$ cat config.mk
export PLATFORM = sky130hd
export DESIGN_NAME = branch_redirect
export DESIGN_NICKNAME = d
export VERILOG_FILES = /design/src/rtl/branch_redirect.sv
export SDC_FILE = /design/constraint.sdc
export NUM_CORES = 1
export LEC_CHECK = 0
export BUFFER_PORTS_ARGS = -buffer_cell sky130_fd_sc_hd__buf_2
export CORE_AREA = 2 2 182 184
export CTS_BUF_LIST = sky130_fd_sc_hd__clkbuf_4 sky130_fd_sc_hd__clkbuf_8
export DETAILED_ROUTE_END_ITERATION = 10
export DIE_AREA = 0 0 184 186
export SETUP_SLACK_MARGIN = 0.05
export SLEW_MARGIN = 20
export SYNTH_ARGS = -nofsm -noshare
export SYNTH_HDL_FRONTEND = slang
export SYNTH_SLANG_ARGS = --single-unit
$ cat constraint.sdc
create_clock -name clk -period 5.9 [get_ports clk]
set_input_delay 1.18 -clock clk [delete_from_list [all_inputs] [get_ports clk]]
set_output_delay 1.18 -clock clk [all_outputs]
set_load 0.05 [all_outputs]
$ cat src/rtl/branch_redirect.sv
// branch_redirect: resolves EX-stage control transfers and holds a fetch redirect.
// Define BRANCH_STATS_EN to build the saturating transfer/taken counters.
module branch_redirect (
    input  logic        clk,
    input  logic        rst,
    input  logic        ex_valid,
    input  logic        ex_npc_sel,
    input  logic [2:0]  ex_cmp_op,
    input  logic [63:0] ex_rs1,
    input  logic [63:0] ex_rs2,
    input  logic [63:0] ex_pc,
    input  logic [63:0] ex_target,
    input  logic        redirect_ready,
    output logic        redirect_valid,
    output logic [63:0] redirect_pc,
    output logic [3:0]  br_taken,
    output logic        flush_if,
    output logic        flush_id,
    output logic        ex_stall,
    output logic        misalign_exc,
    output logic [63:0] misalign_pc,
    output logic [31:0] stat_xfer,
    output logic [31:0] stat_taken
);

    typedef enum logic {
        IDLE,
        HOLD
    } state_t;

    state_t state;
    state_t state_nxt;

    logic accept;
    logic taken;
    logic aligned;
    logic go_hold;
    logic bad_tgt;
    logic flush_q;

    assign ex_stall       = (state == HOLD);
    assign redirect_valid = (state == HOLD);
    assign accept         = ex_valid & ex_npc_sel & ~ex_stall;
    assign aligned        = (ex_target[1:0] == 2'b00);
    assign bad_tgt        = accept & taken & ~aligned;
    assign flush_if       = flush_q;
    assign flush_id       = flush_q;

    always_comb begin
        taken = 1'b0;
        unique case (ex_cmp_op)
            3'd0: taken = 1'b1;
            3'd1: taken = (ex_rs1 == ex_rs2);
            3'd2: taken = (ex_rs1 != ex_rs2);
            3'd3: taken = ($signed(ex_rs1) < $signed(ex_rs2));
            3'd4: taken = ($signed(ex_rs1) >= $signed(ex_rs2));
            3'd5: taken = (ex_rs1 < ex_rs2);
            3'd6: taken = (ex_rs1 >= ex_rs2);
            3'd7: taken = 1'b0;
        endcase
    end

    always_comb begin
        state_nxt = state;
        go_hold   = 1'b0;
        unique case (state)
            IDLE: begin
                if (accept && taken && aligned) begin
                    state_nxt = HOLD;
                    go_hold   = 1'b1;
                end
            end
            HOLD: begin
                if (redirect_ready) state_nxt = IDLE;
            end
        endcase
    end

    // flush_q marks only the entry edge, so it spans the first HOLD cycle
    always_ff @(posedge clk) begin
        if (rst) begin
            state        <= IDLE;
            redirect_pc  <= '0;
            br_taken     <= '0;
            flush_q      <= 1'b0;
            misalign_exc <= 1'b0;
            misalign_pc  <= '0;
        end else begin
            state        <= state_nxt;
            flush_q      <= go_hold;
            br_taken     <= accept ? {taken, ex_cmp_op} : 4'b0000;
            misalign_exc <= bad_tgt;
            if (go_hold) redirect_pc <= ex_target;
            if (bad_tgt) misalign_pc <= ex_pc;
        end
    end

`ifdef BRANCH_STATS_EN
    always_ff @(posedge clk) begin
        if (rst) begin
            stat_xfer  <= '0;
            stat_taken <= '0;
        end else if (accept) begin
            if (stat_xfer != '1) stat_xfer <= stat_xfer + 32'd1;
            if (taken && stat_taken != '1) stat_taken <= stat_taken + 32'd1;
        end
    end
`else
    assign stat_xfer  = '0;
    assign stat_taken = '0;
`endif

endmodule

### After elaboration in Yosys (flattened, before gate mapping)

Index checks and enable logic that the tools add are counted.

* shift-type cells: 0
* reductions and logical operators: 5
* divide/modulo/power cells: 0
* multiplexer cells: 5
* equality and inequality tests: 9
* bitwise logic cells: 7
* add/subtract/negate cells: 0
* magnitude comparators: 4
* multiply operators: 0

Operators with widths (number)
* 64-bit greater-or-equal comparator: 2
* 64-bit < comparator: 2
* 64-bit equality test: 1
* 64-bit != test: 1
* 3-bit equality test, second input constant: 4
* 1-bit case mux with 8 select lines: 1
* 3-bit by 2-bit equality test with 1-bit output, second input constant: 2
* 1-bit bitwise AND: 4
* 3-bit by 1-bit equality test with 1-bit output, second input constant: 1
* 3-bit logical NOT: 1
* 1-bit 2-to-1 mux: 3
* 1-bit NOT: 3
* 1-bit logical AND: 2
* 2-bit logical NOT: 1
* 1-bit case mux with 2 select lines: 1
* 2-bit OR reduction: 1

* output and inout bits: 201
* memories: 0
* input port bits: 264
* ROM bits: 0
* bits in writable memories: 0
* latch bits: 0
* word-level logic and storage cells: 36
* bits in registers: 135

### Longest topological paths before layout

Gate-level depths: netlist of run 1.

* depth after elaboration: 6
* gate-level depth with buffers: 13
* gate-level depth less buffers: 11

### Least setup slack after synthesis of run 1

Ideal clock, no wire load.

* path type: input to register
* start: in ex_rs2[63]
* end: reg misalign_pc[0]
* stages: 13
* path buffers: 2
* setup slack: 2.369 ns
* arrival time: 3.459 ns
* cells stage by stage: inv_1 > ha_1 > nand4_2 > nor2_1 > a221oi_1 > o211ai_1 > nor3_2 > nand2_1 > o31a_2 > a31oi_1 > buf_6 > buf_12 > mux2i_1

* cells in the longest elaborated chain, start to end: 4
* elaborated cells on any way between the ends: 9
* classes of those cells: order compare: 4; eq/ne: 2; mux: 1; bitwise: 2

Ends and longest elaborated chain
* start: declaration: line 10 `input logic [63:0] ex_rs2,`
* 64-bit greater-or-equal comparator (tied with other cells): line 58 `3'd6: taken = (ex_rs1 >= ex_rs2);`
* 1-bit case mux with 8 select lines (*): line 51 `unique case (ex_cmp_op)`
* 1-bit bitwise AND (*) (2 in a row): line 45 `assign bad_tgt = accept & taken & ~aligned;`
* end signal: assignment: line 94 `if (bad_tgt) misalign_pc <= ex_pc;`
* end: declaration: line 21 `output logic [63:0] misalign_pc,`

Every way passes the cells marked *; elsewhere a longest branch is shown, timed or not.
A chain may end at the register's enable or synchronous reset.

### Worst setup path in the final report of run 1

* start: in ex_rs2[23]
* end: reg redirect_pc[4]

* cells in the longest elaborated chain, start to end: 6
* elaborated cells on any way between the ends: 11
* classes of those cells: order compare: 4; eq/ne: 2; mux: 3; reduce/logical: 2

Ends and longest elaborated chain
* 64-bit greater-or-equal comparator (tied with other cells): line 58
* 1-bit case mux with 8 select lines (*): line 51
* 1-bit logical AND (*) (2 in a row): line 68 `if (accept && taken && aligned) begin`
* 1-bit 2-to-1 mux (*): line 68
* 1-bit 2-to-1 mux (*): line 66 `unique case (state)`
* end signal: assignment: line 93 `if (go_hold) redirect_pc <= ex_target;`
* end: declaration: line 15 `output logic [63:0] redirect_pc,`

Marked as above.

==> run summary, run 1 <==
The via density per instance came out at about 4.1. The fraction of layout instances using a drive strength above 1 is 35.13%. The leakage power of the design is around 5.2 nW. The worst register-to-register path ends at redirect_pc[4].

The area share of fa/ha/maj cells after synthesis came out at 9.668%. Setup violations remaining at the end of the flow were counted as 0. The tree is rooted in a sky130_fd_sc_hd__clkbuf_8. The routability congestion estimate from global placement is roughly 0.95. The total of buffers placed on input and output ports came out at 400. For this run, the leading register cell type out of synthesis is sky130_fd_sc_hd__dfxtp_1. The H-tree level count is 4. The number of warnings reported in the yosys synthesis log came out at 0. STA classifies the critical path startpoint as an input port. The via count of the first global-routing pass came out at 6575. The die covers roughly 34000 um^2. The required time of the critical path is between 6000 and 7000 ps. The vertical die dimension came out at 186 um. The average wire per cell in the routed design came out at 13.70 um. The achievable frequency came out at 212.3 MHz. The count of instances resized after the clock tree is built is 0. The overall routed net length is 23.12 mm. The synthesized area is 8283 um^2.

The number of search-and-repair iterations in the first detailed-routing pass came out at 4. The critical setup path kind is input port to register. The fraction of synthesis flops using an asynchronous set or reset pin is 0%. For this configuration, the core starts out at a cell density of 25.72%. The path class of the tightest hold or removal check is register to register. The number of enable-type register cells in the synthesized netlist came out at 0. The share of power burned in combinational logic came out at 23.7%.

The simple-gate share of the synthesized area came out at 24.29%. The power density of the placed cells is between 200 and 250 nW/um^2. The data arrival time of the critical path came out at 5090 ps. The mux share of post-synthesis cell area came out at 15.35%. The net switching power of the design is 0.7500 mW. The worst hold path cell count is 2.

The highest ir drop seen on vdd came out at 0.1300 mV. The DRC marker count from the first detailed-route iteration came out at 237. The number of clock buffers added by TritonCTS is 17. The clock network fraction of total power came out at roughly a third. The net switching share of the total power came out at 32.81%.

For this run, design rule violations remaining after detail routing come to 0. The detailed placement HPWL came out at roughly 18 mm. The area of the placeable core is 32210 um^2.

The number of antenna violations at the first check in global routing is 3. The worst hold endpoint is redirect_pc[62]. The final instance count without filler cells is 1687.

The total instance count after detailed placement is around 1700. The total count of max-transition violations in the final report is 0. After global routing the overflow that remains totals 0. Setup repair after global routing left no endpoint under its margin.

The worst-margin pin slew is 869.4 ps. The slack of the worst reg-to-reg path is 2950 ps. The final hold violation count is 0.

The post-synthesis compound-gate area fraction is 4.320%. The share of synthesized area occupied by flip-flops and latches is 32.63%. The worst register-to-register path has a depth of 5.

The flip-flop and latch count after synthesis came out at between 100 and 150. The final critical path takes up roughly four fifths of the cycle. The post-layout net count came out at 1594. The total internal power is between 1.5 and 2 mW. The average size of a mapped cell came out at around 9.3 um^2. The area share of xor/xnor cells in the synthesized design is 0.1057%.

The final antenna-violating net count came out at 0. The setup TNS is 0 ps. The number of buffers inserted by hold repair at cts came out at 0. By area, the combinational part of the netlist is dominated by simple AND/OR/NAND/NOR gates.

Summing over every cut layer, the via total after detailed routing is 6898. STA classifies the critical path endpoint as a register. Buffers added to address setup during post-CTS repair amount to 0. The tool flagged a number of max-cap violations equal to 0. The CTS tree is yes. The final critical path time including I/O delays and setup is 4711 ps.

The worst-case headroom to the max-slew limit came out at 42.04%. The maximum fanout encountered on the critical timing path is 41. In this run the core area contains 66 standard-cell rows.

The clock latency on the worst-skew pair came out at 440 ps. The number of buffers between clock root and the deepest sink came out at 2. The CTS sink count is roughly 140. The width of the chip is 184 um. The layout has 3436 filler cells. The share of total power in sequential cells came out at 41.6%. The clock transition time at the flip-flop clock pins of the worst setup and hold paths came out at 90 ps. On the final layout, the worst clock skew is 12.04 ps. In this run the most critical hold path is launched from redirect_pc[62].

Synthesis produced a netlist whose cell count is 889. The number of I/O pins came out at around 470. The relative area change from synthesis to final layout is 28.44%. The reg-to-reg startpoint is ex_stall. The flow ran to the end, and the final reports show no timing, DRC or antenna violations. The number of different library cells used by synthesis comes to 46.

The first-pass GRT wire length is 34.22 mm. The largest net degree at the start of global routing came out at between 150 and 200. The total routing resource utilization after global routing came out at 12.81%.
flip-flops by register name, indices dropped and copies added (netlist names):
signal / flops
redirect_pc: 64
flush_id: 1
misalign_exc: 1
br_taken: 4
ex_stall: 1
misalign_pc: 64
layout by cell type, fill, tap and decap left out, drive strengths merged, types with 2 or more instances in the layout:
cell      netlist  routed
and2            3       3
o21ai          11      11
clkinvlp        0       3
nor4            3       3
nand3           6       6
a21oi          30      30
a2bb2oi         2       2
nor2b           2       2
buf            82     404
clkinv          0       5
nand3b          3       3
ha             64      64
nand2b        253     253
nor3            6       6
inv            65      66
nand4          16      16
nor3b           2       2
clkbuf         27      20
nor2           15      15
bufinv          0       2
a31oi           3       3
conb            1      64
mux2i         127     127
dfxtp         135     135
nand2          16      16
a21o            2       2
synth_stat cells, types with 2 or more instances:
master                        n  area share, %
sky130_fd_sc_hd__nand2b_1   253             19
sky130_fd_sc_hd__dfxtp_1    135             33
sky130_fd_sc_hd__mux2i_1    127             15
sky130_fd_sc_hd__buf_4       66            6.0
sky130_fd_sc_hd__inv_1       65            2.9
sky130_fd_sc_hd__ha_1        64            9.7
sky130_fd_sc_hd__a21oi_1     30            1.8
sky130_fd_sc_hd__clkbuf_1    27            1.2
sky130_fd_sc_hd__nand2_1     16           0.73
sky130_fd_sc_hd__nand4_1     14            1.1
sky130_fd_sc_hd__nor2_1      14           0.63
sky130_fd_sc_hd__buf_12      12            2.9
sky130_fd_sc_hd__o21ai_0     10           0.60
sky130_fd_sc_hd__nand3_1      6           0.36
sky130_fd_sc_hd__nor3_1       5           0.30
sky130_fd_sc_hd__buf_6        4           0.54
sky130_fd_sc_hd__a31oi_1      3           0.23
sky130_fd_sc_hd__and2_1       3           0.23
sky130_fd_sc_hd__nand3b_1     3           0.27
sky130_fd_sc_hd__a21o_1       2           0.18
sky130_fd_sc_hd__a2bb2oi_1    2           0.21
sky130_fd_sc_hd__nand4_2      2           0.30
sky130_fd_sc_hd__nor2b_1      2           0.15
sky130_fd_sc_hd__nor3b_2      2           0.30
worst max-delay path, stage by stage:
cell,delay [ps]
sky130_fd_sc_hd__buf_2,70
sky130_fd_sc_hd__inv_1,30
sky130_fd_sc_hd__ha_1,300
sky130_fd_sc_hd__nand4_1,160
sky130_fd_sc_hd__nor4_1,520
sky130_fd_sc_hd__nand4_2,230
sky130_fd_sc_hd__a31oi_1,410
sky130_fd_sc_hd__nor3_2,80
sky130_fd_sc_hd__nand2_1,130
sky130_fd_sc_hd__mux2i_1,210
sky130_fd_sc_hd__a31oi_4,740
sky130_fd_sc_hd__buf_4,700
sky130_fd_sc_hd__mux2i_1,270
cells by family after synthesis:
kind of cell / Yosys count
buffers and inverters: 174
other: 1
AO/OA/AOI/OAI: 60
XOR/XNOR: 1
multiplexers: 127
flip-flops: 135
adder cells (fa/ha/maj): 64
AND/OR/NAND/NOR: 327
layout make-up:
type	instances	area (um^2)	area share, %
timing repair buffer	404	2059	19.36
clock buffer	20	275.3	2.587
multi-input combinational	643	4721	44.37
tap	408	510.5	4.798
clock inverter	11	123.9	1.164
sequential	135	2703	25.40
inverter	65	244.0	2.293
antenna	1	2.502	0.02352
worst max path at each step:
stage	startpoint	to	slack, ps	depth (start not counted)
after detailed placement	ex_rs1[23]	redirect_pc[17]	650	12
after global routing	ex_rs2[23]	redirect_pc[14]	890	13
after global placement	ex_rs2[23]	redirect_pc[11]	730	13
after floorplan	ex_rs2[63]	misalign_pc[0]	2370	13
after CTS	ex_rs1[23]	redirect_pc[17]	1190	12
final	ex_rs2[23]	redirect_pc[4]	1190	13
routing by layer:
| metal | GRT usage [%] | part of all wire, % | up-vias |
|---|---|---|---|
| li1 | - | - | 3534 |
| met1 | 15.58 | 43 | 3095 |
| met2 | 21.01 | 47 | 225 |
| met3 | 3.854 | 6.6 | 40 |
| met4 | 5.408 | 2.8 | 4 |
| met5 | 0 | 0.12 | - |
power by group through the flow:
stage               clock network (mW)  registers, mW  logic, mW
floorplan                            0           1.07      0.329
global placement                     0          0.971      0.537
detailed placement                   0          0.972      0.544
CTS                              0.836          0.951      0.545
global route                     0.870          0.955      0.588
finish                           0.794          0.951      0.541
metrics by stage:
stage	power, mW	utilization, %	cell area, um^2	hold slack, ps	setup slack [ps]
after floorplan	1.395	-	8519	692.3	2369
after global placement	1.508	31.79	10240	454.6	732.5
after detailed placement	1.516	31.79	10240	458.5	652.2
after CTS	2.332	33.03	10640	475.3	1195
after global routing	2.413	33.03	10640	490.5	888.6
final	2.286	33.03	10640	471.0	1189
(Power assumes the default switching activity.)
==> inputs of run 2 (changes only) <==
CORE_AREA = 2 2 181 183   (was 2 2 182 184)
DIE_AREA = 0 0 183 185   (was 0 0 184 186)
clock period = 3.95 ns   (was 5.9 ns; I/O delays follow)
==> run summary, run 2 (synthesis gave the netlist of run 1 again) <==
The net switching power of the design came out at 1.130 mW. The number of vias in the routed layout is 7043. The final hold violation count was 0. The logic depth of the worst register-to-register path is 6. In this run the clock root is driven by a sky130_fd_sc_hd__clkbuf_8. The floorplan step defined a die boundary enclosing 33860 um^2. In the layout the commonest cells are 399 x sky130_fd_sc_hd__buf_2, 253 x sky130_fd_sc_hd__nand2b_1, 135 x sky130_fd_sc_hd__dfxtp_1, 127 x sky130_fd_sc_hd__mux2i_1, 65 x sky130_fd_sc_hd__inv_1. The maximum fanout encountered on the critical timing path is 32.

In this run the top signal layer used is met4. After detailed routing, the total wire length is 23.59 mm. Power spread over the standard cell area amounts to 315.5 nW/um^2.

The detailed route wirelength on metal3 is approximately 1.4 mm. In this run the critical register-to-register path is launched from ex_stall. Counting the buffers created by CTS gives 17. Summed over all failing endpoints, the final setup total negative slack is 0 ps. The library cell used most frequently in the layout, excluding fill and tap cells, is sky130_fd_sc_hd__buf_2. In this run, flip-flops and latches consume 41.7% of the power.

The CTS sink count is 135. The worst hold path cell count came out at 2. The achievable frequency is roughly 290 MHz. In the detailed route, the total length drawn on met2 is between 10 and 15 mm. In this run the static leakage power is 5.260 nW.

The H-tree level count came out at 4. The number of buffers inserted by hold repair at cts is 0. The detail route stage leaves a number of antenna-violating nets equal to 0.

The number of setup buffers added after CTS came out at 0. After clock tree synthesis, the clock-pin slew on the worst setup and hold paths is 70 ps. For the pin with the worst max-slew slack, the measured transition is 560.9 ps. The largest registers in the layout are misalign_pc x64, redirect_pc x64, br_taken x4. The count of instances resized after the clock tree is built is 0. The number of antenna violations at the first check in global routing is 2. The total of buffers placed on input and output ports is 400. After detailed placement, the total cell area comes to 10410 um^2. For this design, the slowest cell found on the critical path is sky130_fd_sc_hd__nor3_1. The worst-case headroom to the max-slew limit came out at 62.61%. The total area inside the core boundary comes to 32040 um^2. The number of max-cap violations came out at 0. The via density per instance is 4.141. The final critical path time including I/O delays and setup is 3397 ps. The initialized floorplan defines 66 standard-cell rows.

The critical path capture point type is a register. The critical path is of the input port to register type. The total routing resource utilization after global routing is 13.33%.

The fraction of layout instances using a drive strength above 1 is 35.79%. The total overflow left after global routing is 0. The HPWL after detailed placement is 18.87 mm. The post-layout net count is 1607. The startpoint identified for the worst hold timing path is redirect_pc[39].

The DRC marker count from the first detailed-route iteration is 277. Setup repair after global routing left no endpoint under its margin. The maximum clock skew at final layout came out at 19.28 ps. Data arrives at the worst endpoint at 3770 ps. The CTS tree is yes. The via count of the first global-routing pass came to approximately 6800. The total count of max-transition violations in the final report came to 0. The relative area change from synthesis to final layout is 30.39%.

Internal power comes to 2.278 mW. The cell repeated most along the worst path is sky130_fd_sc_hd__nor3_1. The share of power burned in combinational logic is 24.3%. The first TritonRoute pass finished after 4 iterations. Of the available clock period, the critical path in the final layout requires 86.01%. The largest net degree at the start of global routing came out at roughly 160. The die is 185 um tall.

The number of buffers between clock root and the deepest sink is 2. The clock latency on the worst-skew pair came out at 450 ps. The worst setup path is launched from an input port. The first global-routing pass estimated 35.16 mm of wire.

The run finished with clean final reports. The total routed wire length on the met1 layer came out at 10.32 mm. VDD sags by at most about 0.17 mV. The worst register-to-register path ends at redirect_pc[35]. The critical path's largest stage delay came out at roughly 400 ps. The design area is 10800 um^2.

The total of endpoints with negative setup slack in the final report is 0. The slack of the worst reg-to-reg path is 1810 ps. In the routed design, unresolved DRC markers number 0.

The net switching share of the total power came out at 33.17%. The width of the chip came out at 183 um. The number of I/O pins is 465. The type of the most critical hold path is register to register. The initial utilization of the core area, before any placement, comes to 25.85%. Walking the worst path, the cells encountered are buf_2 > ha_1 > nand4_1 > nor3_1 > a22o_1 > nor3_1 > a21bo_2 > nand2_1 > o31a_2 > a31oi_4 > buf_12 > buf_4 > mux2i_1.

The required time of the critical path is 4320 ps. The average wire per cell in the routed design is around 14 um. The clock network fraction of total power came out at between 30 and 40%. At the end of routability-driven placement, the weighted congestion stood at 0.9673.

For hold timing, the worst endpoint is redirect_pc[39].
[run 2: per-layer routing]
| metal | GRT usage [%] | vias to the layer above |
|---|---|---|
| met5 | 0 | - |
| met4 | 5.184 | 0 |
| met3 | 3.460 | 36 |
| met2 | 21.86 | 257 |
| met1 | 16.73 | 3186 |
| li1 | - | 3564 |
[run 2: power groups by stage]
stage	combinational, mW	sequential, mW	clock [mW]
global route	0.897	1.43	1.26
floorplan	0.491	1.59	0
CTS	0.831	1.42	1.21
detailed placement	0.829	1.45	0
finish	0.829	1.42	1.16
global placement	0.820	1.45	0
[run 2: cell type report]
class                   count  area, um^2
fillers                  3379       21240
multi-input cells         643        4721
flip-flops and latches    135        2703
repair buffers            417        2232
well taps                 408       510.5
clock buffers              19       255.2
inverters                  65       244.0
clock inverters            12       130.1
diodes                      2       5.005
[run 2: worst max path at each step]
| stage | start | endpoint | slack (ps) |
|---|---|---|---|
| floorplan | ex_rs2[63] | misalign_pc[0] | 810 |
| global placement | ex_rs1[38] | redirect_pc[33] | 250 |
| detailed placement | ex_rs1[46] | redirect_pc[35] | 190 |
| CTS | ex_rs1[46] | redirect_pc[52] | 670 |
| global route | ex_rs1[46] | redirect_pc[35] | 500 |
| finish | ex_rs1[38] | redirect_pc[35] | 550 |
[run 2: critical path, delay by kind of cell]
family / cells / cell delay (ps)
muxes: 1 / 170
and+or+nand+nor: 4 / 870
buffers and inverters: 3 / 570
AOI/OAI and AO/OA: 4 / 1020
adders and majority gates: 1 / 300
[run 2: metrics by stage]
step	total power [mW]	std cells	setup WS, ps	utilization, %	hold slack, ps
after global placement	2.272	1668	247.8	32.49	454.8
after global routing	3.588	1701	499.3	33.71	485.3
after detailed placement	2.281	1668	191.2	32.49	457.6
after floorplan	2.083	952	809.1	-	692.3
final	3.408	1701	552.6	33.71	467.6
after CTS	3.466	1699	673.5	33.69	474.0
==> inputs of run 3 (changes only) <==
CORE_AREA = 2 2 182 184   (was 2 2 181 183)
DIE_AREA = 0 0 184 186   (was 0 0 183 185)
PLACE_DENSITY = 0.55   (was default)
==> run summary, run 3 (synthesis gave the netlist of run 1 again) <==
The run finished with clean final reports. The number of placement rows is 66. The total of endpoints with negative setup slack in the final report came out at 0.

In this run, the clock network consumes between 30 and 40% of the power. The repair_antennas step left the layout with diodes totalling 0. The H-tree level count is 4. The vertical die dimension is around 190 um.

The leakage power of the design is ~5.3 nW. The first detailed-routing pass took 5 iterations. The worst-margin pin slew came out at 520.8 ps.

The final hold violation count came to 0. The total routing resource utilization after global routing came out at 13.23%. The routability congestion estimate from global placement is 0.9276. The achievable frequency is 306.8 MHz. The tightest min-delay check is of the register to register type. The critical path's largest stage delay came out at 410 ps. The library cells used most frequently in the layout, excluding fill and tap cells, are 399 x sky130_fd_sc_hd__buf_2, 253 x sky130_fd_sc_hd__nand2b_1, 135 x sky130_fd_sc_hd__dfxtp_1, 127 x sky130_fd_sc_hd__mux2i_1, 65 x sky130_fd_sc_hd__inv_1.

The final cell utilization of the core came out at 33.64%. The worst-case headroom to the max-slew limit is 65.28%. The first-pass GRT wire length came out at 35.27 mm. The via density per instance came out at a little over 4. TritonCTS created 17 clock buffers. The share of total power in sequential cells is 39.9%. The aggregate global routing overflow came out at 0. The clock drives 135 sinks. The slowest stage of the critical path belongs to the cell sky130_fd_sc_hd__o31a_2. The number of antenna violations at the first check in global routing is 0. The maximum clock skew at final layout came out at approximately 10 ps.

The number of setup buffers added after CTS is 0. The detailed placement HPWL came out at 18.95 mm. The power density of the placed cells came out at about 330 nW/um^2. In this run, placement finished with an instance count of 1665. The number of hold buffers added after CTS was 0. Setup repair after global routing left no endpoint under its margin. The final instance count without filler cells is 1697. The clock period could shrink to 3260 ps. The highest ir drop seen on vdd is 0.2043 mV. Walking the worst path, the cells encountered are buf_2 > ha_1 > a21oi_1 > o21ai_0 > a221oi_1 > o211ai_1 > nor3_2 > nand2_1 > o31a_2 > a31oi_4 > buf_12 > buf_12 > mux2i_1. The maximum fanout encountered on the critical timing path came out at 22.

The area of the placeable core came out at 32210 um^2. The initial utilization of the core area, before any placement, comes to 25.72%. STA puts the critical path data arrival time at ~3600 ps.

The net switching share of the total power is 33.68%. From synthesis to final layout, the design area changed by 30.79%. The worst setup path is of the input port to register kind. The cell repeated most along the worst path is sky130_fd_sc_hd__buf_12. The slack of the worst reg-to-reg path came out at 1980 ps. The clock passes through at most 2 buffers. CTS placed an instance of sky130_fd_sc_hd__clkbuf_8 at the clock tree root. The number of vias in the routed layout is between 6000 and 7000.

The die footprint is 34220 um^2. The share of power burned in combinational logic came out at 23.3%. The total of buffers placed on input and output ports came out at 400. The via count of the first global-routing pass is approximately 6600. The width of the chip came out at 184 um.

The total count of max-transition violations in the final report came out at 0. The overall routed net length is approximately 24 mm. The critical path startpoint category is an input port. After the first detailed-routing iteration, the DRC count stood at 213.

The worst setup path is captured at a register. After clock tree synthesis, the clock-pin slew on the worst setup and hold paths is 90 ps. TritonCTS built the clock tree.

The most common library cell in the layout ignoring fill and taps is sky130_fd_sc_hd__buf_2. The number of I/O pins is 465. The largest net degree at the start of global routing is 133.

Post-CTS repair changed the size of 0 cells. The total internal power is 2.360 mW. The fraction of layout instances using a drive strength above 1 came out at about 36%.

The final antenna-violating net count is 0. Summed over all nets, the switching power comes to 1.199 mW. Dividing the detail-routed wire length by the instance count gives 14.10 um. The number of max-cap violations came out at 0. The setup TNS is 0 ps. Clock latency on the worst-skew pair, taken at its later pin, is 430 ps. In the finished design, the share of the clock period the worst path needs comes to 82.52%. The design draws 3.559 mW. The number of remaining DRC errors came out at 0. The largest registers in the layout are misalign_pc x64, redirect_pc x64, br_taken x4. At the worst endpoint, the required time is 4310 ps.

The post-layout net count came out at 1604.
-- run 3: final cells by class --
| type | count | area, um^2 |
|---|---|---|
| sequential | 135 | 2703 |
| fill | 3358 | 21370 |
| clock buffer | 18 | 247.7 |
| inverter | 65 | 244.0 |
| clock inverter | 14 | 185.2 |
| multi-input combinational | 643 | 4721 |
| tap | 408 | 510.5 |
| timing repair buffer | 414 | 2222 |
-- run 3: through the flow --
stage,hold WS (ps),area [um^2],setup WS [ps]
2_1_floorplan,692.3,8519,809.1
3_3_place_gp,455.1,10400,319.8
3_5_place_dp,458.1,10400,260.1
4_1_cts,475.4,10830,729.6
5_1_grt,490.3,10830,492.0
6_report,471.5,10830,690.4
-- run 3: power by group through the flow --
stage,clock network (mW),logic [mW],registers (mW)
final,1.31,0.830,1.42
after global routing,1.43,0.899,1.43
after CTS,1.37,0.835,1.42
after detailed placement,0,0.832,1.45
after global placement,0,0.825,1.45
after floorplan,0,0.491,1.59
-- run 3: per-layer routing --
| metal | vias up | global-route usage, % | wire, um |
|---|---|---|---|
| met5 | - | 0 | 0 |
| met4 | 0 | 3.232 | 192 |
| met3 | 11 | 2.465 | 1241 |
| met2 | 206 | 23.00 | 11860 |
| met1 | 3091 | 16.86 | 10630 |
| li1 | 3559 | - | - |
-- run 3: final timing paths --
check	from	end	depth (start not counted)
min	redirect_pc[46]	redirect_pc[46]	2
min reg2reg	redirect_pc[46]	redirect_pc[46]	2
max	ex_rs1[55]	misalign_pc[6]	13
max reg2reg	ex_stall	redirect_pc[11]	6
-- run 3: critical path: cells and delay by family --
| family | cells | cell delay, ps |
|---|---|---|
| muxes | 1 | 210 |
| buffers and inverters | 3 | 530 |
| AOI/OAI and AO/OA | 6 | 1410 |
| adders and majority gates | 1 | 320 |
| and+or+nand+nor | 2 | 310 |
